--- config.mk ---
export PLATFORM = sky130hd
export DESIGN_NAME = fingertip_tracker
export DESIGN_NICKNAME = d
export VERILOG_FILES = /design/src/rtl/video_pkg.sv /design/src/rtl/rgb565_marker_cmp.sv /design/src/rtl/fingertip_tracker.sv
export SDC_FILE = /design/constraint.sdc
export NUM_CORES = 1
export LEC_CHECK = 0
export ABC_CLOCK_PERIOD_IN_PS = 6080
export BUFFER_PORTS_ARGS = -buffer_cell sky130_fd_sc_hd__buf_2
export CAP_MARGIN = 20
export CORE_MARGIN = 2
export CORE_UTILIZATION = 33
export CTS_CLUSTER_DIAMETER = 60
export DETAILED_ROUTE_END_ITERATION = 8
export PLACE_DENSITY_LB_ADDON = 0.05
export SYNTH_ARGS = -nofsm -noshare
export SYNTH_HDL_FRONTEND = slang
export SYNTH_SLANG_ARGS = --single-unit
--- constraint.sdc ---
create_clock -name iCLK -period 6.08 [get_ports iCLK]
set_clock_uncertainty 0.1 [all_clocks]
set_input_delay 0.608 -clock iCLK [delete_from_list [all_inputs] [get_ports iCLK]]
set_output_delay 0.608 -clock iCLK [all_outputs]
set_load 0.01 [all_outputs]
--- src/rtl/video_pkg.sv ---
// Shared video geometry, RGB565 field layout and tracker FSM encoding.
package video_pkg;

  localparam int unsigned H_RES     = 320;
  localparam int unsigned V_RES     = 240;
  localparam int unsigned FRAME_PIX = H_RES * V_RES;
  localparam int unsigned ADDR_W    = 17;

  localparam int unsigned R_LSB = 11;
  localparam int unsigned R_W   = 5;
  localparam int unsigned G_LSB = 5;
  localparam int unsigned G_W   = 6;
  localparam int unsigned B_LSB = 0;
  localparam int unsigned B_W   = 5;

  typedef enum logic [1:0] {
    ST_SYNC   = 2'd0,
    ST_SEARCH = 2'd1,
    ST_LOCKED = 2'd2
  } trk_state_t;

endpackage

--- src/rtl/rgb565_marker_cmp.sv ---
// Combinational colour-threshold test on one RGB565 pixel.
module rgb565_marker_cmp
  import video_pkg::*;
(
  input  logic [15:0]    i_pix_data,
  input  logic [R_W-1:0] i_r_min,
  input  logic [G_W-1:0] i_g_max,
  input  logic [B_W-1:0] i_b_max,
  output logic           o_marker
);

  logic [R_W-1:0] w_r;
  logic [G_W-1:0] w_g;
  logic [B_W-1:0] w_b;

  assign w_r = i_pix_data[R_LSB +: R_W];
  assign w_g = i_pix_data[G_LSB +: G_W];
  assign w_b = i_pix_data[B_LSB +: B_W];

  assign o_marker = (w_r > i_r_min) && (w_g < i_g_max) && (w_b < i_b_max);

endmodule

--- src/rtl/fingertip_tracker.sv ---
// Marker-colour mask generator and per-frame fingertip locator; publishes
// the first qualifying horizontal run of each complete frame.
module fingertip_tracker #(
  parameter int unsigned H_RES     = 320,
  parameter int unsigned V_RES     = 240,
  parameter logic [4:0]  R_MIN     = 5'd20,
  parameter logic [5:0]  G_MAX     = 6'd24,
  parameter logic [4:0]  B_MAX     = 5'd12,
  parameter int unsigned RUN_MIN   = 4,
  parameter int unsigned MIN_COUNT = 64
) (
  input  logic        iCLK,
  input  logic        iRST_N,
  input  logic        pix_we,
  input  logic [16:0] pix_addr,
  input  logic [15:0] pix_data,
  output logic        mask_we,
  output logic [16:0] mask_addr,
  output logic        mask_bit,
  output logic [8:0]  tip_x,
  output logic [7:0]  tip_y,
  output logic        tip_valid,
  output logic        tip_strobe
);
  import video_pkg::*;

  localparam int unsigned FRAME_LEN = H_RES * V_RES;
  localparam logic [16:0] LAST_ADDR = 17'(FRAME_LEN - 1);
  localparam logic [8:0]  X_LAST    = 9'(H_RES - 1);
  localparam int unsigned RUN_W     = $clog2(RUN_MIN + 1);
  localparam logic [RUN_W-1:0] RUN_SAT = RUN_W'(RUN_MIN);
  // Run ends at x; centre = x - (RUN_MIN-1) + RUN_MIN/2, folded into one offset.
  localparam logic [8:0]  CAND_OFS  = 9'(RUN_MIN / 2) - 9'(RUN_MIN - 1);
  localparam logic [16:0] MIN_CNT   = 17'(MIN_COUNT);

  trk_state_t       r_state;
  logic [16:0]      r_exp_addr;
  logic [8:0]       r_x;
  logic [7:0]       r_y;
  logic [RUN_W-1:0] r_run;
  logic [16:0]      r_count;
  logic [8:0]       r_cand_x;
  logic [7:0]       r_cand_y;

  logic             w_marker;
  logic             w_first;
  logic             w_accept;
  logic             w_abort;
  logic [8:0]       w_x;
  logic [7:0]       w_y;
  logic [RUN_W-1:0] w_run_base;
  logic [RUN_W-1:0] w_run_inc;
  logic [16:0]      w_count_base;
  logic [16:0]      w_count_nxt;
  logic             w_search;
  logic             w_lock;
  logic             w_locked;
  logic [8:0]       w_cand_x;
  logic [7:0]       w_cand_y;
  logic             w_frame_end;

  rgb565_marker_cmp u_cmp (
    .i_pix_data (pix_data),
    .i_r_min    (R_MIN),
    .i_g_max    (G_MAX),
    .i_b_max    (B_MAX),
    .o_marker   (w_marker)
  );

  // Address 0 always (re)starts a frame, so it is processed as if all
  // per-frame counters were already cleared.
  always_comb begin
    w_first      = (pix_addr == '0);
    w_accept     = pix_we && (w_first ||
                   ((r_state != ST_SYNC) && (pix_addr == r_exp_addr)));
    w_abort      = pix_we && !w_accept && (r_state != ST_SYNC);
    w_x          = w_first ? '0 : r_x;
    w_y          = w_first ? '0 : r_y;
    w_run_base   = w_first ? '0 : r_run;
    w_count_base = w_first ? '0 : r_count;
    w_run_inc    = '0;
    if (w_marker) begin
      w_run_inc = (w_run_base == RUN_SAT) ? RUN_SAT : w_run_base + RUN_W'(1);
    end
    w_count_nxt  = w_count_base + 17'(w_marker);
    w_search     = w_first || (r_state == ST_SEARCH);
    w_lock       = w_accept && w_search && (w_run_inc == RUN_SAT);
    w_locked     = w_lock || (!w_first && (r_state == ST_LOCKED));
    w_cand_x     = w_lock ? (w_x + CAND_OFS) : r_cand_x;
    w_cand_y     = w_lock ? w_y : r_cand_y;
    w_frame_end  = w_accept && (pix_addr == LAST_ADDR);
  end

  always_ff @(posedge iCLK or negedge iRST_N) begin
    if (!iRST_N) begin
      r_state    <= ST_SYNC;
      r_exp_addr <= '0;
      r_x        <= '0;
      r_y        <= '0;
      r_run      <= '0;
      r_count    <= '0;
      r_cand_x   <= '0;
      r_cand_y   <= '0;
      mask_we    <= 1'b0;
      mask_addr  <= '0;
      mask_bit   <= 1'b0;
      tip_x      <= '0;
      tip_y      <= '0;
      tip_valid  <= 1'b0;
      tip_strobe <= 1'b0;
    end else begin
      mask_we    <= pix_we;
      mask_addr  <= pix_addr;
      mask_bit   <= pix_we & w_marker;
      tip_strobe <= 1'b0;

      if (w_abort) begin
        r_state <= ST_SYNC;
      end else if (w_accept) begin
        r_cand_x <= w_cand_x;
        r_cand_y <= w_cand_y;
        if (w_frame_end) begin
          tip_strobe <= 1'b1;
          tip_valid  <= w_locked && (w_count_nxt >= MIN_CNT);
          if (w_locked) begin
            tip_x <= w_cand_x;
            tip_y <= w_cand_y;
          end
          r_state    <= ST_SEARCH;
          r_exp_addr <= '0;
          r_x        <= '0;
          r_y        <= '0;
          r_run      <= '0;
          r_count    <= '0;
        end else begin
          r_state    <= w_locked ? ST_LOCKED : ST_SEARCH;
          r_exp_addr <= pix_addr + 17'd1;
          r_count    <= w_count_nxt;
          if (w_x == X_LAST) begin
            r_x   <= '0;
            r_y   <= w_y + 8'd1;
            r_run <= '0;
          end else begin
            r_x   <= w_x + 9'd1;
            r_y   <= w_y;
            r_run <= w_run_inc;
          end
        end
      end
    end
  end

endmodule

==> impl_metrics.csv <==
group,metric,value,unit
global_route,top_usage_layer,"met2",
setup_path,slowest_stage,"or4_1",
clock_network,post_cts_resized,0,
clock_network,post_cts.repair.setup_buffers,0,
global_route,grt_remaining_overflow,0,
setup_path,crit_path_cell_trace,"buf_2 -> inv_1 -> ha_1 -> nor4b_1 -> nand4_1 -> buf_4 -> and2_1 -> ha_1 -> or4_1 -> or4_4 -> mux2_4",
global_route,grt_pass1_vias,4851,
power,peakVddDrop,0.0001316,V
die,core_area,17420,um2
die,initial_utilization,0.3392,
sta,rsz0062_at_grt,"false",
power,clockPowerShare,0.436,
setup_path,crit_fanout,21,
global_route,grt_use_met3,0.03274,
synthesis,ys_warn_count,0,
global_route,met2_usage,0.3062,
clock_network,cts_sinks,111,
place,place_congestion,0.7755,
setup_path,regToRegEndpoint,"r_cand_x[8]",
run_status,status,"completed",
sta,finalSetupViolations,0,
route,ant_nets,0,
finish,layout.nets,706,
global_route,use_met1,0.2335,
setup_path,end_kind,"flip-flop",
route,drt_iter0_drc,271,
setup_path,worstSetupPathDepth,11,
setup_path,arrival,4350,ps
finish,design_area,6723,um2
route,vias,4783,
finish,drive_above_1_share,0.1672,
clock_network,cts_tree,"done",
setup_path,r2r_start,"r_run[0]",
die,die_width,137.8,um
synthesis,synth_area,5908,um2
synthesis,synth_edf_count,0,
sta,finalHoldViolations,0,
clock_network,numCtsBuffers,9,
sta,slew_violations,0,
setup_path,r2r_cells,5,
sta,tightestPinTransition,865.8,ps
clock_network,clk_path_buf_depth,2,
synthesis,syn-instance-count,612,
power,power_leakage,3.052,nW
sta,fin_crit_sh,0.6919,
synthesis,ys_async_sr_fraction,1.000,
sta,finalSetupTns,0,ps
setup_path,slowest_delay,890,ps
global_route,grt_pass1_wl,26320,um
clock_network,path_clk_slew,70,ps
die,rows,48,
setup_path,r2r_slack,2970,ps
clock_network,insertion_delay,360,ps
power,power.switching,0.3190,mW
place,dp_hpwl,10820,um
power,pwr-share-seq,0.517,
setup_path,startpoint_type,"primary input",
synthesis,synth_nets,657,
clock_network,clockRootBuffer,"clkbuf_16",
global_route,grtUsageTotal,0.1807,
setup_path,cp_top_family,"simple AND/OR/NAND/NOR gates",
sta,fin_crit,4207,ps
die,dieArea,18990,um2
hold_path,hold_class,"primary input to asynchronous set/reset pin",
synthesis,ys_seq_elements,111,
die,boundaryPins,74,
synthesis,ys.flop_type,"dfrtp_1",
sta,max_freq,0.2377,GHz
place,placed_area,6421,um2
place,io_buffers,68,
setup_path,path_common_cell,"ha_1",
power,p_int,1.121,mW
route,first_pass_iters,5,
synthesis,yosysSeqAreaShare,0.4701,
clock_network,cts_htree_levels,3,
place,post-place-ws,1533,ps
finish,n_antenna_cell,0,
die,die_y,137.8,um
power,p_comb_frac,0.046,
sta,fin_ws,1873,ps
route,wire_per_inst,17.90,um
route,vias_per_cell,5.380,
setup_path,critical_path_class,"primary input to flip-flop",
flow_run,max_cap_viol_count,0,
sta,relSlewSlack,0.4228,
route,wl,15910,um
setup_path,cp_data_required_time,6220,ps
power,power_density,214.3,nW/um2
power,swShare,0.2215,
synthesis,syn_avg_cell_area,9.654,um2
global_route,antenna_found_initial,0,
finish,fillCellCount,1797,
global_route,grt_max_degree,64,
finish,syn2layout_area_growth,13.79,%
route,drc,0,
setup_path,cp_num_buf_inv,3,
synthesis,yosys.cell_types.count,62,
clock_network,ctsHoldBuffers,0,
==> through the flow <==
| stage | util | power (mW) | hold WS, ps | std cells |
|---|---|---|---|---|
| after floorplan | - | 0.7827 | 212.4 | 612 |
| after global placement | 0.3687 | 0.8284 | 341.2 | 875 |
| final | 0.3860 | 1.440 | 160.0 | 889 |
| after CTS | 0.3860 | 1.469 | 204.4 | 889 |
| after global routing | 0.3860 | 1.505 | 224.8 | 889 |
| after detailed placement | 0.3687 | 0.8287 | 355.8 | 875 |
==> how the worst max path moves through the flow <==
stage | end | from
2_1_floorplan | r_cand_x[2] | pix_addr[13]
3_3_place_gp | r_cand_y[4] | pix_addr[0]
3_5_place_dp | r_cand_y[0] | pix_addr[0]
4_1_cts | r_cand_y[0] | pix_addr[0]
5_1_grt | r_cand_y[0] | pix_addr[0]
6_report | r_cand_x[8] | pix_addr[0]
==> sequential cells by signal, indices dropped and copies added (netlist names) <==
name        flops
tip_valid       1
mask_bit        1
tip_y           8
tip_x           9
r_count        17
r_cand_x        9
r_cand_y        8
r_y             8
mask_we         1
r_state         2
tip_strobe      1
mask_addr      17
r_exp_addr     17
r_x             9
r_run           3
==> cell usage after synthesis (5+ instances only) <==
master,n,area [um2]
a2bb2oi_1,11,96.34
dfrtp_1,111,2778
nor2_1,38,142.6
o211ai_1,5,37.54
mux2_4,12,180.2
nand2b_1,5,31.28
a22o_1,9,78.83
buf_2,5,25.02
xnor2_1,15,131.4
nor3_1,6,30.03
and3_1,18,112.6
nor4_1,14,87.58
ha_1,9,112.6
inv_1,16,60.06
a21oi_1,17,85.08
nand4_1,11,68.82
clkbuf_1,27,101.4
nor2b_1,9,56.30
nand2_1,54,202.7
o22ai_1,10,62.56
o21ai_0,59,295.3
and2_1,12,75.07
nand3_1,32,160.2
o31ai_1,26,195.2
xor2_1,24,210.2
==> cells in the final DEF (no fill, tap or decap), types with 10 or more instances in the layout <==
cell type	count
o21ai_0	59
nand4_1	11
dfrtp_1	111
a21oi_1	17
inv_1	16
o22ai_1	10
and2_1	12
nor2_1	38
nand3_1	32
mux2_4	12
buf_2	67
nand2_1	54
o31ai_1	26
xnor2_1	15
nor4_1	14
and3_1	18
a2bb2oi_1	11
xor2_1	24
==> logic make-up (layout without fill, tap and decap cells) <==
logic type	Yosys count	after routing	share of synthesized area
fa+ha+maj	9	9	0.01906
flops	111	111	0.4701
simple gates	218	218	0.1914
mux	17	17	0.03939
buf+inv	52	104	0.03685
compound gates	166	166	0.1853
xor+xnor	39	39	0.05781
==> final cells by class <==
| type | instances | area (um2) | share of cell area |
|---|---|---|---|
| multi-input cells | 449 | 2914 | 0.4335 |
| well taps | 225 | 281.5 | 0.04188 |
| clock inverters | 4 | 72.57 | 0.01079 |
| clock buffers | 10 | 229.0 | 0.03406 |
| inverters | 16 | 60.06 | 0.008934 |
| flip-flops and latches | 111 | 2778 | 0.4132 |
| repair buffers | 74 | 387.9 | 0.05770 |
==> layer usage <==
| layer | share of wire | up-vias |
|---|---|---|
| met5 | 0 | - |
| met4 | 0.018 | 0 |
| met3 | 0.035 | 17 |
| met2 | 0.48 | 77 |
| met1 | 0.47 | 2353 |
| li1 | - | 2336 |
==> power groups by stage <==
stage	Combinational (mW)	Clock (mW)	Sequential [mW]
2_1_floorplan	0.0190	0	0.764
5_1_grt	0.0758	0.684	0.746
4_1_cts	0.0694	0.654	0.745
3_3_place_gp	0.0688	0	0.760
6_report	0.0667	0.629	0.745
3_5_place_dp	0.0692	0	0.760
Power figures use the tool's default switching activity.
